File: src/rtl/exec_pkg.sv
`default_nettype none
// ============================================================================
//  Module   : exec_pkg
//  Purpose  : Shared definitions for the execute stage: opcode encodings,
//             flag bit positions inside flag_ex, and the multiply FSM states.
//  Revision : 1.0  initial parametrised release
// ============================================================================
package exec_pkg;

  localparam logic [4:0] OP_ADD  = 5'b00000;
  localparam logic [4:0] OP_ADC  = 5'b00001;
  localparam logic [4:0] OP_SUB  = 5'b00010;
  localparam logic [4:0] OP_SBB  = 5'b00011;
  localparam logic [4:0] OP_AND  = 5'b00100;
  localparam logic [4:0] OP_OR   = 5'b00101;
  localparam logic [4:0] OP_XOR  = 5'b00110;
  localparam logic [4:0] OP_NOT  = 5'b00111;
  localparam logic [4:0] OP_SHL  = 5'b01000;
  localparam logic [4:0] OP_SHR  = 5'b01001;
  localparam logic [4:0] OP_ROL  = 5'b01010;
  localparam logic [4:0] OP_ROR  = 5'b01011;
  localparam logic [4:0] OP_ASR  = 5'b01100;
  localparam logic [4:0] OP_INC  = 5'b01101;
  localparam logic [4:0] OP_DEC  = 5'b01110;
  localparam logic [4:0] OP_PASS = 5'b01111;
  localparam logic [4:0] OP_MUL  = 5'b10000;
  localparam logic [4:0] OP_MULH = 5'b10001;
  localparam logic [4:0] OP_CMP  = 5'b10010;

  // Bit positions inside flag_ex = {C,Z,S,V}
  localparam int FLAG_C = 3;
  localparam int FLAG_Z = 2;
  localparam int FLAG_S = 1;
  localparam int FLAG_V = 0;

  typedef enum logic [1:0] {
    IDLE = 2'd0,
    MUL  = 2'd1,
    DONE = 2'd2
  } state_t;

endpackage : exec_pkg
`default_nettype wire

File: src/rtl/exec_stage_pipe_seq_multiplier.sv
`default_nettype none
// ============================================================================
//  Module   : seq_multiplier
//  Purpose  : Unsigned shift-add multiplier taking DATA_W clock edges.
//             The start edge loads the operands and already folds in bit 0
//             of b; the remaining DATA_W-1 edges fold in one bit each.
//  Ports    : clk, reset (async, active low)
//             start        - load a/b and begin (one-cycle pulse)
//             a, b         - unsigned operands
//             done         - counter has reached DATA_W; product is final
//             product      - 2*DATA_W-bit result
//  Revision : 1.0  initial release
// ============================================================================
module seq_multiplier #(
  parameter int DATA_W = 8
) (
  input  logic                  clk,
  input  logic                  reset,
  input  logic                  start,
  input  logic [DATA_W-1:0]     a,
  input  logic [DATA_W-1:0]     b,
  output logic                  done,
  output logic [2*DATA_W-1:0]   product
);

  localparam int CNT_W = $clog2(DATA_W + 1);
  localparam logic [CNT_W-1:0] C_LAST = CNT_W'(DATA_W);
  localparam logic [CNT_W-1:0] C_ONE  = CNT_W'(1);

  logic [2*DATA_W-1:0] r_mcand;
  logic [DATA_W-1:0]   r_mplier;
  logic [2*DATA_W-1:0] r_prod;
  logic [CNT_W-1:0]    r_count;

  // A zero count only exists straight out of reset; it and C_LAST both
  // mean "not iterating".
  logic w_running;
  assign w_running = (r_count != '0) && (r_count != C_LAST);

  always_ff @(posedge clk or negedge reset) begin
    if (!reset) begin
      r_mcand  <= '0;
      r_mplier <= '0;
      r_prod   <= '0;
      r_count  <= '0;
    end else if (start) begin
      r_mcand  <= {{(DATA_W-1){1'b0}}, a, 1'b0};
      r_mplier <= {1'b0, b[DATA_W-1:1]};
      r_prod   <= b[0] ? {{DATA_W{1'b0}}, a} : '0;
      r_count  <= C_ONE;
    end else if (w_running) begin
      if (r_mplier[0]) begin
        r_prod <= r_prod + r_mcand;
      end
      r_mcand  <= {r_mcand[2*DATA_W-2:0], 1'b0};
      r_mplier <= {1'b0, r_mplier[DATA_W-1:1]};
      r_count  <= r_count + C_ONE;
    end
  end

  assign done    = (r_count == C_LAST);
  assign product = r_prod;

endmodule : seq_multiplier
`default_nettype wire

File: src/rtl/exec_stage_pipe.sv
`default_nettype none
// ============================================================================
//  Module   : exec_stage_pipe
//  Purpose  : Execute stage between decode and memory. Single-cycle ALU,
//             multi-cycle multiply, and the EX pipeline register with a
//             valid/ready handshake upstream and a stall downstream.
//  Ports    : clk, reset (async, active low)
//             valid_dec/ready_dec, op_dec, A, B, data_in, mem_*_dec, RW_dec
//                 - operation from decode
//             stall_ex - memory stage cannot take the current result
//             valid_ex, ans_ex, flag_ex{C,Z,S,V}, data_out, B_Bypass,
//             mem_*_ex, RW_ex - EX pipeline register
//             busy - multiply in progress
//  Revision : 1.0  initial parametrised release
// ============================================================================
module exec_stage_pipe
  import exec_pkg::*;
#(
  parameter int DATA_W = 8,
  parameter int REG_AW = 5
) (
  input  logic              clk,
  input  logic              reset,
  input  logic              valid_dec,
  output logic              ready_dec,
  input  logic [4:0]        op_dec,
  input  logic [DATA_W-1:0] A,
  input  logic [DATA_W-1:0] B,
  input  logic [DATA_W-1:0] data_in,
  input  logic              mem_en_dec,
  input  logic              mem_rw_dec,
  input  logic              mem_mux_sel_dec,
  input  logic [REG_AW-1:0] RW_dec,
  input  logic              stall_ex,
  output logic              valid_ex,
  output logic [DATA_W-1:0] ans_ex,
  output logic [3:0]        flag_ex,
  output logic [DATA_W-1:0] data_out,
  output logic [DATA_W-1:0] B_Bypass,
  output logic              mem_en_ex,
  output logic              mem_rw_ex,
  output logic              mem_mux_sel_ex,
  output logic [REG_AW-1:0] RW_ex,
  output logic              busy
);

  localparam int MSB = DATA_W - 1;
  localparam logic [DATA_W:0] C_ONE_EXT = (DATA_W+1)'(1);

  state_t r_state;
  state_t w_state_next;

  logic r_started;   // holds ready_dec low until the first edge after reset
  logic r_carry;

  // Fields captured when a multiply is accepted
  logic              r_mul_hi;
  logic [DATA_W-1:0] r_mul_b;
  logic [DATA_W-1:0] r_mul_data;
  logic              r_mul_mem_en;
  logic              r_mul_mem_rw;
  logic              r_mul_mux_sel;
  logic [REG_AW-1:0] r_mul_rw;

  logic w_ex_en;
  logic w_accept;
  logic w_is_mul;
  logic w_mul_start;
  logic w_alu_wr;
  logic w_mul_done;
  logic w_mul_wr;
  logic [2*DATA_W-1:0] w_product;

  assign w_ex_en     = !valid_ex || !stall_ex;
  assign ready_dec   = r_started && (r_state == IDLE) && w_ex_en;
  assign w_accept    = valid_dec && ready_dec;
  assign w_is_mul    = (op_dec == OP_MUL) || (op_dec == OP_MULH);
  assign w_mul_start = w_accept && w_is_mul;
  assign w_alu_wr    = w_accept && !w_is_mul;
  assign w_mul_wr    = (r_state == DONE) && w_ex_en;
  assign busy        = (r_state == MUL);

  seq_multiplier #(.DATA_W(DATA_W)) u_mul (
    .clk     (clk),
    .reset   (reset),
    .start   (w_mul_start),
    .a       (A),
    .b       (B),
    .done    (w_mul_done),
    .product (w_product)
  );

  // ---------------------------------------------------------------- ALU
  logic [DATA_W:0]   w_ext;
  logic [DATA_W-1:0] w_res;
  logic [DATA_W-1:0] w_ans;
  logic              w_c;
  logic              w_v;
  logic              w_flag_wr;
  logic              w_ans_is_a;
  logic [3:0]        w_alu_flags;

  always_comb begin
    w_ext      = '0;
    w_res      = '0;
    w_c        = 1'b0;
    w_v        = 1'b0;
    w_flag_wr  = 1'b1;
    w_ans_is_a = 1'b0;
    case (op_dec)
      OP_ADD, OP_ADC: begin
        w_ext = {1'b0, A} + {1'b0, B} +
                ((op_dec == OP_ADC) ? {{DATA_W{1'b0}}, r_carry} : '0);
        {w_c, w_res} = w_ext;
        w_v = (A[MSB] == B[MSB]) && (w_res[MSB] != A[MSB]);
      end
      OP_SUB, OP_SBB, OP_CMP: begin
        // Top bit of the extended difference is the borrow.
        w_ext = {1'b0, A} - {1'b0, B} -
                ((op_dec == OP_SBB) ? {{DATA_W{1'b0}}, r_carry} : '0);
        {w_c, w_res} = w_ext;
        w_v = (A[MSB] != B[MSB]) && (w_res[MSB] != A[MSB]);
        w_ans_is_a = (op_dec == OP_CMP);
      end
      OP_AND:  w_res = A & B;
      OP_OR:   w_res = A | B;
      OP_XOR:  w_res = A ^ B;
      OP_NOT:  w_res = ~A;
      OP_SHL: begin w_res = {A[MSB-1:0], 1'b0};   w_c = A[MSB]; end
      OP_SHR: begin w_res = {1'b0, A[MSB:1]};     w_c = A[0];   end
      OP_ROL: begin w_res = {A[MSB-1:0], A[MSB]}; w_c = A[MSB]; end
      OP_ROR: begin w_res = {A[0], A[MSB:1]};     w_c = A[0];   end
      OP_ASR: begin w_res = {A[MSB], A[MSB:1]};   w_c = A[0];   end
      OP_INC: begin
        w_ext = {1'b0, A} + C_ONE_EXT;
        {w_c, w_res} = w_ext;
        w_v = !A[MSB] && w_res[MSB];
      end
      OP_DEC: begin
        w_ext = {1'b0, A} - C_ONE_EXT;
        {w_c, w_res} = w_ext;
        w_v = A[MSB] && !w_res[MSB];
      end
      OP_PASS: w_res = A;
      default: w_flag_wr = 1'b0;  // NOP: zero result, flags untouched
    endcase
    w_ans = w_ans_is_a ? A : w_res;
    w_alu_flags = '0;
    w_alu_flags[FLAG_C] = w_c;
    w_alu_flags[FLAG_Z] = (w_res == '0);
    w_alu_flags[FLAG_S] = w_res[MSB];
    w_alu_flags[FLAG_V] = w_v;
  end

  // ------------------------------------------------------ multiply result
  logic [DATA_W-1:0] w_mul_val;
  logic [3:0]        w_mul_flags;

  always_comb begin
    w_mul_val = r_mul_hi ? w_product[2*DATA_W-1:DATA_W] : w_product[DATA_W-1:0];
    w_mul_flags = '0;
    w_mul_flags[FLAG_C] = (w_product[2*DATA_W-1:DATA_W] != '0);
    w_mul_flags[FLAG_Z] = (w_mul_val == '0);
    w_mul_flags[FLAG_S] = w_mul_val[MSB];
    w_mul_flags[FLAG_V] = 1'b0;
  end

  // ---------------------------------------------------------------- FSM
  always_comb begin
    w_state_next = r_state;
    case (r_state)
      IDLE:    if (w_mul_start) w_state_next = MUL;
      MUL:     if (w_mul_done)  w_state_next = DONE;
      DONE:    if (w_ex_en)     w_state_next = IDLE;
      default: w_state_next = IDLE;
    endcase
  end

  always_ff @(posedge clk or negedge reset) begin
    if (!reset) begin
      r_state   <= IDLE;
      r_started <= 1'b0;
    end else begin
      r_state   <= w_state_next;
      r_started <= 1'b1;
    end
  end

  // ------------------------------------------- multiply capture + carry
  always_ff @(posedge clk or negedge reset) begin
    if (!reset) begin
      r_carry       <= 1'b0;
      r_mul_hi      <= 1'b0;
      r_mul_b       <= '0;
      r_mul_data    <= '0;
      r_mul_mem_en  <= 1'b0;
      r_mul_mem_rw  <= 1'b0;
      r_mul_mux_sel <= 1'b0;
      r_mul_rw      <= '0;
    end else begin
      if (w_mul_start) begin
        r_mul_hi      <= (op_dec == OP_MULH);
        r_mul_b       <= B;
        r_mul_data    <= data_in;
        r_mul_mem_en  <= mem_en_dec;
        r_mul_mem_rw  <= mem_rw_dec;
        r_mul_mux_sel <= mem_mux_sel_dec;
        r_mul_rw      <= RW_dec;
      end
      if (w_alu_wr && w_flag_wr) begin
        r_carry <= w_c;
      end else if (w_mul_wr) begin
        r_carry <= w_mul_flags[FLAG_C];
      end
    end
  end

  // --------------------------------------------------------- EX register
  always_ff @(posedge clk or negedge reset) begin
    if (!reset) begin
      valid_ex       <= 1'b0;
      ans_ex         <= '0;
      flag_ex        <= '0;
      data_out       <= '0;
      B_Bypass       <= '0;
      mem_en_ex      <= 1'b0;
      mem_rw_ex      <= 1'b0;
      mem_mux_sel_ex <= 1'b0;
      RW_ex          <= '0;
    end else if (w_ex_en) begin
      if (w_alu_wr) begin
        valid_ex       <= 1'b1;
        ans_ex         <= w_ans;
        if (w_flag_wr) begin
          flag_ex <= w_alu_flags;
        end
        data_out       <= data_in;
        B_Bypass       <= B;
        mem_en_ex      <= mem_en_dec;
        mem_rw_ex      <= mem_rw_dec;
        mem_mux_sel_ex <= mem_mux_sel_dec;
        RW_ex          <= RW_dec;
      end else if (r_state == DONE) begin
        valid_ex       <= 1'b1;
        ans_ex         <= w_mul_val;
        flag_ex        <= w_mul_flags;
        data_out       <= r_mul_data;
        B_Bypass       <= r_mul_b;
        mem_en_ex      <= r_mul_mem_en;
        mem_rw_ex      <= r_mul_mem_rw;
        mem_mux_sel_ex <= r_mul_mux_sel;
        RW_ex          <= r_mul_rw;
      end else begin
        // Bubble: drop valid, keep the data fields as they were.
        valid_ex <= 1'b0;
      end
    end
  end

endmodule : exec_stage_pipe
`default_nettype wire
File: config.mk
export PLATFORM = sky130hd
export DESIGN_NAME = exec_stage_pipe
export DESIGN_NICKNAME = d
export VERILOG_FILES = /design/src/rtl/exec_pkg.sv /design/src/rtl/exec_stage_pipe_seq_multiplier.sv /design/src/rtl/exec_stage_pipe.sv
export SDC_FILE = /design/constraint.sdc
export NUM_CORES = 1
export LEC_CHECK = 0
export ABC_CLOCK_PERIOD_IN_PS = 2900
export CORE_UTILIZATION = 25
export CTS_CLUSTER_DIAMETER = 120
export CTS_CLUSTER_SIZE = 10
export DETAILED_ROUTE_END_ITERATION = 6
export PLACE_DENSITY_LB_ADDON = 0.2
export SYNTH_ARGS = -nofsm -noshare
export SYNTH_HDL_FRONTEND = slang
export SYNTH_SLANG_ARGS = --single-unit
export TNS_END_PERCENT = 50
File: constraint.sdc
create_clock -name clk -period 2.9 [get_ports clk]
set_input_delay 0.29 -clock clk [delete_from_list [all_inputs] [get_ports clk]]
set_output_delay 0.29 -clock clk [all_outputs]
set_load 0.01 [all_outputs]
# Word level (Yosys, flattened, before mapping)

Cells that the tools add are included.

Input bits: 41
Output and inout port bits: 39
Word-level logic and storage cells: 147
Bits in registers: 110

Bitwise operators: 4
Multiplexer cells: 44
Reductions and logical operators: 38
Equality and inequality tests: 30
$add $sub $neg: 8

Operator list:

| operator                                                               | count |
|---|---|
| 8-bit case mux with 14 select lines                                    | 1 |
| 8-bit 2-to-1 mux                                                       | 11 |
| 16-bit 2-to-1 mux                                                      | 5 |
| 5-bit by 4-bit equality test with 1-bit output (second input constant) | 8 |
| 5-bit by 3-bit equality test with 1-bit output (second input constant) | 4 |
| 4-bit 2-to-1 mux                                                       | 5 |
| 17-bit OR reduction                                                    | 1 |
| 16-bit adder                                                           | 1 |
| 8-bit logical NOT                                                      | 2 |
| 5-bit equality test (second input constant)                            | 3 |
| 1-bit 2-to-1 mux                                                       | 14 |
| 1-bit logical AND                                                      | 12 |
| 5-bit by 2-bit equality test with 1-bit output (second input constant) | 2 |
| 5-bit 2-to-1 mux                                                       | 2 |
| 8-bit by 1-bit adder with 9-bit output (second input constant)         | 1 |
| 8-bit by 8-bit adder with 9-bit output                                 | 1 |
| 9-bit by 1-bit adder with 9-bit output                                 | 1 |
| 8-bit by 1-bit subtractor with 9-bit output (second input constant)    | 1 |
| 8-bit by 8-bit subtractor with 9-bit output                            | 1 |
| 9-bit by 1-bit subtractor with 9-bit output                            | 1 |
| 8-bit AND                                                              | 1 |
| 8-bit NOT                                                              | 1 |
| 8-bit bitwise OR                                                       | 1 |
| 2-bit nonzero test                                                     | 4 |
| 25 further kinds                                                       | 40 |

# Depth between registers and ports, before layout

Gate-level depths: netlist (run 1).

Depth in word-level cells: 8
Gate-level depth with buffers: 14
Depth with buffers taken out: 14

# Modules after synthesis

From an unflattened synthesis (run 1), not the netlist that was laid out.

Cell total of the unflattened synthesis: 882
Area, all modules: 7,724.9 um2

Modules (own cells, without submodules):

| module          | area an instance (um2) | sequential area each (um2) | instances | cells each |
|---|---|---|---|---|
| exec_stage_pipe | 5,128.7                | 1,651.6                    | 1         | 595 |
| seq_multiplier  | 2,596.2                | 1,051.0                    | 1         | 287 |

# Worst setup path before layout (run 1)

No wires, ideal clock.

Path kind: input -> register
From: input A[7]
To: register flag_ex[1]
Buffers on the path: 1
Data required time: 2.779 ns
Stages: 11
Library setup time: 0.121 ns
Path slack: -0.066 ns
Arrival time: 2.845 ns
Cell sequence: clkbuf_1 > inv_1 > ha_1 > ha_1 > nor4b_1 > a2111oi_0 > o311ai_1 > a211o_1 > a21oi_1 > a21oi_1 > o22a_1

Cells in the longest elaborated chain, start to end: 5
Elaborated cells on any way between the ends: 13
Those cells by class: add/sub: 6; mux: 3; bitwise: 4

RTL lines:

| item                                                                                                         | RTL line                                       | source |
|---|---|---|
| start: declaration                                                                                           | exec_stage_pipe.sv:27                          | `input logic [DATA_W-1:0] A,` |
| 8-bit by 8-bit subtractor with 9-bit output / 8-bit by 8-bit adder with 9-bit output (equally long branches) | exec_stage_pipe.sv:119, exec_stage_pipe.sv:112 |  |
| 9-bit by 1-bit subtractor with 9-bit output / 9-bit by 1-bit adder with 9-bit output (equally long branches) | exec_stage_pipe.sv:119, exec_stage_pipe.sv:112 |  |
| 8-bit case mux with 14 select lines *                                                                        | exec_stage_pipe.sv:110                         | `case (op_dec)` |
| 4-bit 2-to-1 mux *                                                                                           | exec_stage_pipe.sv:234                         | `if (w_flag_wr) begin` |
| 4-bit 2-to-1 mux *                                                                                           | exec_stage_pipe.sv:231                         | `if (w_alu_wr) begin` |
| end signal: assignment                                                                                       | exec_stage_pipe.sv:235                         | `flag_ex <= w_alu_flags;` |
| end signal: assignment                                                                                       | exec_stage_pipe.sv:246                         | `flag_ex <= w_mul_flags;` |
| end: declaration                                                                                             | exec_stage_pipe.sv:37                          | `output logic [3:0] flag_ex,` |

Mark *: on every way between the ends. The rest lies on a longest branch, timed or not. The select of a mux whose other input is x is not followed.
A chain may end at the register's enable or synchronous reset.

# Worst setup path after layout (run 1)

From: register r_carry
To: register ans_ex[5]

Cells in the longest elaborated chain, start to end: 5
Elaborated cells on any way between the ends: 7
Those cells by class: add/sub: 2; mux: 5

RTL lines:

| item                                                                                                         | RTL line                                       | source |
|---|---|---|
| start: declaration                                                                                           | exec_stage_pipe.sv:54                          | `logic r_carry;` |
| start signal: assignment                                                                                     | exec_stage_pipe.sv:211                         | `r_carry <= w_c;` |
| start signal: assignment                                                                                     | exec_stage_pipe.sv:213                         | `r_carry <= w_mul_flags[FLAG_C];` |
| 1-bit 2-to-1 mux, on equally long branches                                                                   | exec_stage_pipe.sv:120, exec_stage_pipe.sv:113 |  |
| 9-bit by 1-bit subtractor with 9-bit output / 9-bit by 1-bit adder with 9-bit output (equally long branches) | exec_stage_pipe.sv:119, exec_stage_pipe.sv:112 |  |
| 8-bit case mux with 14 select lines *                                                                        | exec_stage_pipe.sv:110                         |  |
| 8-bit 2-to-1 mux *                                                                                           | exec_stage_pipe.sv:147                         | `w_ans = w_ans_is_a ? A : w_res;` |
| 8-bit 2-to-1 mux *                                                                                           | exec_stage_pipe.sv:231                         |  |
| end signal: assignment                                                                                       | exec_stage_pipe.sv:233                         | `ans_ex <= w_ans;` |
| end signal: assignment                                                                                       | exec_stage_pipe.sv:245                         | `ans_ex <= w_mul_val;` |
| end: declaration                                                                                             | exec_stage_pipe.sv:36                          | `output logic [DATA_W-1:0] ans_ex,` |

Mark *: on every way between the ends. The rest lies on a longest branch, timed or not.

==> summary.txt, run 1 <==
Status: completed
Filler instances: 3081
Final core utilization: 34.18%
Commonest cells after routing, fill and taps aside: 192 x nand2_1, 107 x dfrtp_1, 106 x buf_4
CTS Buf Count: 9
Hold path start: B[6]
Commonest non-fill, non-tap cell in the layout: nand2_1
Overall Power: 6.737 mW
Post-synth ARST share: 100.0%
Total negative setup slack: 0 ns
Hold slack: 0.3704 ns
VDD IR max: 0.0003637 V
Post-Syn Nets: 967
P&R area growth vs syn: 34.06%
Post-synth EDFFs: 0
Vias in the first global route: 6768
RSZ-0062 raised after global routing: yes
Clock Sinks: 108
Setup CP Type: reg2reg
Reg-to-reg slack, setup: 0.07 ns
Placed insts: 1392
Layout cells sized above 1: 18.23%
Routed Antenna Nets: 0
Ranking of synthesized cells by area: dfrtp_1 37%, nand2_1 9.8%, ha_1 8.5%
Detailed-route via count: 6786
Final setup fails: 0
Yosys warns: 0
CTS clock-pin slew for the worst setup and hold paths: 0.08 ns
Cell area power density: 683.1 nW/um^2
CTS H-tree depth: 3
Post-synthesis sequential area ratio: 36.73%
CTS tree: done
Final Max Tran Viols: 0
Synth Cell Area: 7357 um^2
Clock insertion delay at the later pin of the skew report: 0.36 ns
Register area: 2704 um^2
Hold Path End: r_mul_b[6]
Initial antenna violation count: 0
Post-DR vias/cell: 4.796
Non-Filler Instances: 1415
CP required: 3.15 ns
Final net count: 1122
R2R depth: 13
Worst hold path depth: 4
Crit path launch type: flip-flop
Worst Skew: 0.01004 ns
Yosys reg bits: 108
Hpwl dp: 18.13 mm
Fin crit share: 97.69%
Cells after Synth: 871
Maximum net fanout on the critical path: 3
Global-route wire length before repair: 38.30 mm
Final wirelength: 23.83 mm
Global route overflow: 0
Post-synth cell types: 78
IO buf count: 79
Die Ht: 173.5 um
Per-instance average area after synthesis: 8.447 um^2
Class of the worst hold path: in2reg
Final worst setup slack: 0.06699 ns
GP Congestion: 0.8684
DR DRC count: 0
Worst setup EP type: flip-flop
Lkg Pwr: 4.461 nW
DP Area: 9278 um^2
Drt pass-1 iters: 5
Root Driver: clkbuf_16
Initial Util: 25.49%
Core area: 28860 um^2
Top-area cell type share of the netlist area: 36.73%
Final design instance area without fill: 9863 um^2
Primary FF master, synth: dfrtp_1
# diodes: 0
Fmax: 0.3530 GHz
Final hold vios: 0
Global Route Usage Sum: 16.22%
Top-level port count: 80
Die outline area: 30120 um^2
Largest net degree at the start of global routing: 51
Die X: 173.5 um
Rows: 62
Longest Clk Path Bufs: 2
Top cell type by total area after synthesis: dfrtp_1
Tmin final: 2.833 ns
WP data arrival: 3.09 ns
DP Worst Slack: -0.7654 ns
Reg2reg end: ans_ex[5]
Worst R2R Start: r_carry
Max-cap viol count: 0
DRT iter0 DRCs: 376
Relative slew slack: 59.03%
Area of the multi-input gates: 4541 um^2
Post-DR wirelength/cell: 16.84 um
Least-Margin Pin Slew: 0.6113 ns
cells by family (layout without fill, tap and decap cells):
logic type                 after synthesis  in the layout  share of synthesized area, %
DFF                                    108            108                         36.73
and+or+nand+nor                        346            346                         21.19
adders and majority gates               55             55                         9.864
AOI/OAI and AO/OA                      222            222                         19.95
other                                    1              1                       0.05097
muxes                                   35             35                         4.762
buffers and inverters                   80            240                         4.592
xor gates and xnor gates                24             24                         2.857
state kept, by name, summed over array words and instances (netlist names), 2 cells and up:
signal / cells
ans_ex: 8
u_mul.r_mplier: 7
r_state: 2
u_mul.r_count: 4
flag_ex: 4
B_Bypass: 8
r_mul_data: 8
r_mul_b: 8
u_mul.product: 16
RW_ex: 5
r_mul_rw: 5
u_mul.r_mcand: 15
data_out: 8
synth_stat cells, types with 4 or more instances:
master / instances
nand2_1: 193
dfrtp_1: 108
a21oi_1: 64
nor2_1: 59
ha_1: 50
o21ai_0: 50
mux2i_1: 35
clkbuf_1: 33
inv_1: 32
nand3_1: 18
xnor2_1: 17
nor3_1: 14
a31oi_1: 13
a21o_1: 11
nand2b_1: 10
and3_1: 9
buf_2: 9
nor2b_1: 9
a221oi_1: 7
nand4_1: 7
o21ai_1: 7
xor2_1: 7
a22oi_1: 6
o211ai_1: 6
a211oi_1: 5
a22o_1: 5
and2_1: 5
fa_1: 5
a221o_1: 4
worst max-delay path, cell delays in order (launching register included):
cell and delay, ns:
dfrtp_2 0.42, nand4_1 0.14, fa_2 0.58, inv_2 0.05, ha_4 0.15, o21ai_4 0.20, a21oi_4 0.10, buf_4 0.15
nor3_2 0.19, nor3_2 0.08, a2111oi_4 0.25, buf_4 0.18, o21ai_2 0.04, a22o_1 0.19
worst max-delay path by stage:
stage	startpoint	to	depth (start not counted)
2_1_floorplan	op_dec[4]	flag_ex[3]	13
3_5_place_dp	op_dec[1]	flag_ex[1]	15
6_report	r_carry	ans_ex[5]	13
5_1_grt	r_carry	ans_ex[7]	12
4_1_cts	r_carry	ans_ex[2]	11
3_3_place_gp	op_dec[1]	flag_ex[1]	16
layout make-up:
type                            instances  area share (%)
Multi-Input combinational cell        683           46.04
Sequential cell                       108           27.41
Timing Repair Buffer                  192           17.29
Tap cell                              384           4.871
Clock buffer                            9           2.283
Inverter                               32           1.218
Clock inverter                          7          0.8880
report_power, final:
| group | internal (mW) | switching (mW) | total, mW |
|---|---|---|---|
| clock | 0.695 | 0.638 | 1.33 |
| sequential | 2.01 | 0.441 | 2.45 |
| combinational | 1.44 | 1.52 | 2.95 |
| total | 4.14 | 2.59 | 6.74 |
per-layer routing:
metal | track usage, % | vias to the layer above | wire (um)
met3 | 2.346 | 26 | 709
li1 | - | 3356 | -
met4 | 5.273 | 0 | 544
met2 | 26.72 | 118 | 11370
met1 | 21.74 | 3286 | 11210
met5 | 0 | - | 0
what timing repair did:
item / 4_1_cts / 5_1_grt
setup buffers: 7 / 2
pin swaps: 20 / 17
resized for setup: 40 / 18
hold buffers: 1 / 0
hold endpoints to repair: 34 / 0
endpoints found under the setup margin: 12 / 13
Power figures use the tool's default switching activity.
==> inputs of run 2 (changes only) <==
MAX_ROUTING_LAYER = met4   (was default)
SKIP_CTS_REPAIR_TIMING = 1   (was default)
==> run 2 against run 1 <==
The flow now finishes with violations (hold timing). Final area about the same. Clock skew decreased by 0.00075 ns. Register-to-register slack got worse by 0.03 ns. Clock power barely moved. Via count decreased by 0.49%. Critical path type unchanged. Setup slack got worse by 0.030 ns.
==> summary.txt, run 2 (same netlist as run 1, synthesis figures left out) <==
Core area: 28860 um^2
Tmin final: 2.863 ns
Hpwl dp: 18.07 mm
Die outline area: 30120 um^2
Met2 GRT Util: 27.29%
Final setup fails: 0
DRT iter0 DRCs: 380
CTS clock-pin slew for the worst setup and hold paths: 0.08 ns
Busiest grt layer: met2
Max-cap viol count: 0
Clock insertion delay at the later pin of the skew report: 0.36 ns
Fin crit share: 98.71%
CP max stage cell: fa_2
Reg2reg end: ans_ex[2]
Final net count: 1119
CTS tree: done
Commonest cells after routing, fill and taps aside: 192 x nand2_1, 107 x dfrtp_1, 105 x buf_4
Post-DR wirelength/cell: 16.67 um
# diodes: 0
Final hold vios: 3
CP max stage delay: 0.44 ns
Rows: 62
Vias in the first global route: 6946
CTS Buf Count: 9
Layout cells sized above 1: 18.58%
Die Ht: 173.5 um
Global-route wire length before repair: 38.43 mm
Worst setup EP type: flip-flop
Relative slew slack: 53.71%
RSZ-0062 raised after global routing: yes
Cell area power density: 681.1 nW/um^2
Hold slack: -0.02002 ns
Detailed-route via count: 6753
Least-Margin Pin Slew: 0.6906 ns
Die X: 173.5 um
Longest Clk Path Bufs: 2
Clock Sinks: 108
Top-level port count: 80
Worst Skew: 0.009289 ns
Crit path launch type: flip-flop
IO buf count: 79
Filler instances: 3054
Root Driver: clkbuf_16
Class of the worst hold path: in2async
Setup CP Type: reg2reg
P&R area growth vs syn: 33.95%
Final design instance area without fill: 9854 um^2
VDD IR max: 0.0003148 V
Status: complete, but fails checks
CP required: 3.16 ns
DR DRC count: 0
Global Route Usage Sum: 16.61%
Commonest non-fill, non-tap cell in the layout: nand2_1
Drt pass-1 iters: 4
Worst R2R Start: r_carry
Met1 Usage GRT: 21.42%
Routed Antenna Nets: 0
Final Max Tran Viols: 0
Met3 Use GR: 2.281%
WP data arrival: 3.12 ns
Total negative setup slack: 0 ns
Initial antenna violation count: 0
Lkg Pwr: 4.476 nW
Failing checks: hold timing
CP Cell Sequence: nand4_1 > fa_2 > fa_2 > buf_6 > a221o_1 > mux2i_1 > nand4_1 > a221oi_2 > a211oi_1 > a21o_1
CTS H-tree depth: 3
Global route overflow: 0
DP Area: 9260 um^2
GP Congestion: 0.8797
Initial Util: 25.49%
Fmax: 0.3493 GHz
Largest net degree at the start of global routing: 109
Reg-to-reg slack, setup: 0.04 ns
Post-DR vias/cell: 4.783
Maximum net fanout on the critical path: 3
Final core utilization: 34.15%
Final wirelength: 23.54 mm
Largest register FFs: 16
R2R depth: 10
## run 2: per-stage QoR
step,std cells,total power [mW],hold slack (ns),setup slack (ns)
floorplan,871,4.046,-0.005591,-0.01628
global placement,1393,5.308,0.4264,-0.7593
detailed placement,1393,5.330,0.4237,-0.7685
CTS,1409,6.702,0.02735,-0.3988
global route,1412,7.224,0.01524,-0.2061
finish,1412,6.712,-0.02002,0.03731
## run 2: worst max-delay path, delay by kind of cell (launching register included)
kind | cells | cell delay, ns
compound gates | 4 | 0.83
fa+ha+maj | 2 | 0.86
buf+inv | 1 | 0.13
simple gates | 2 | 0.37
mux | 1 | 0.16
flops | 1 | 0.43
## run 2: where the power goes
part           internal, mW  leakage [nW]  total (mW)  switching [mW]
Combinational          1.42          2.91        2.93            1.51
Clock                 0.695         0.152        1.34           0.644
Sequential             2.01          1.41        2.45           0.437
Total                  4.12          4.48        6.71            2.59
## run 2: cell type report
class / instances / area [um^2] / share of cell area, %
clock buffers: 9 / 225.2 / 2.285
clock inverters: 7 / 88.84 / 0.9015
inverters: 32 / 120.1 / 1.219
multi-input cells: 683 / 4561 / 46.28
flip-flops and latches: 108 / 2704 / 27.44
well taps: 384 / 480.5 / 4.876
repair buffers: 189 / 1675 / 17.00
## run 2: layer usage
layer / vias up / part of all wire [%] / wire length [um]
met1: 3258 / 48 / 11210
li1: 3366 / - / -
met5: - / 0 / 0
met3: 22 / 2.6 / 618
met2: 107 / 48 / 11330
met4: 0 / 1.6 / 383
## run 2: worst max-delay path by stage
stage,slack (ns),startpoint,cells after the start,endpoint
finish,0.04,r_carry,10,ans_ex[2]
global route,-0.21,r_carry,10,flag_ex[2]
CTS,-0.40,op_dec[1],16,flag_ex[1]
detailed placement,-0.77,op_dec[1],16,flag_ex[1]
global placement,-0.76,op_dec[1],16,flag_ex[1]
floorplan,-0.02,op_dec[4],13,flag_ex[3]
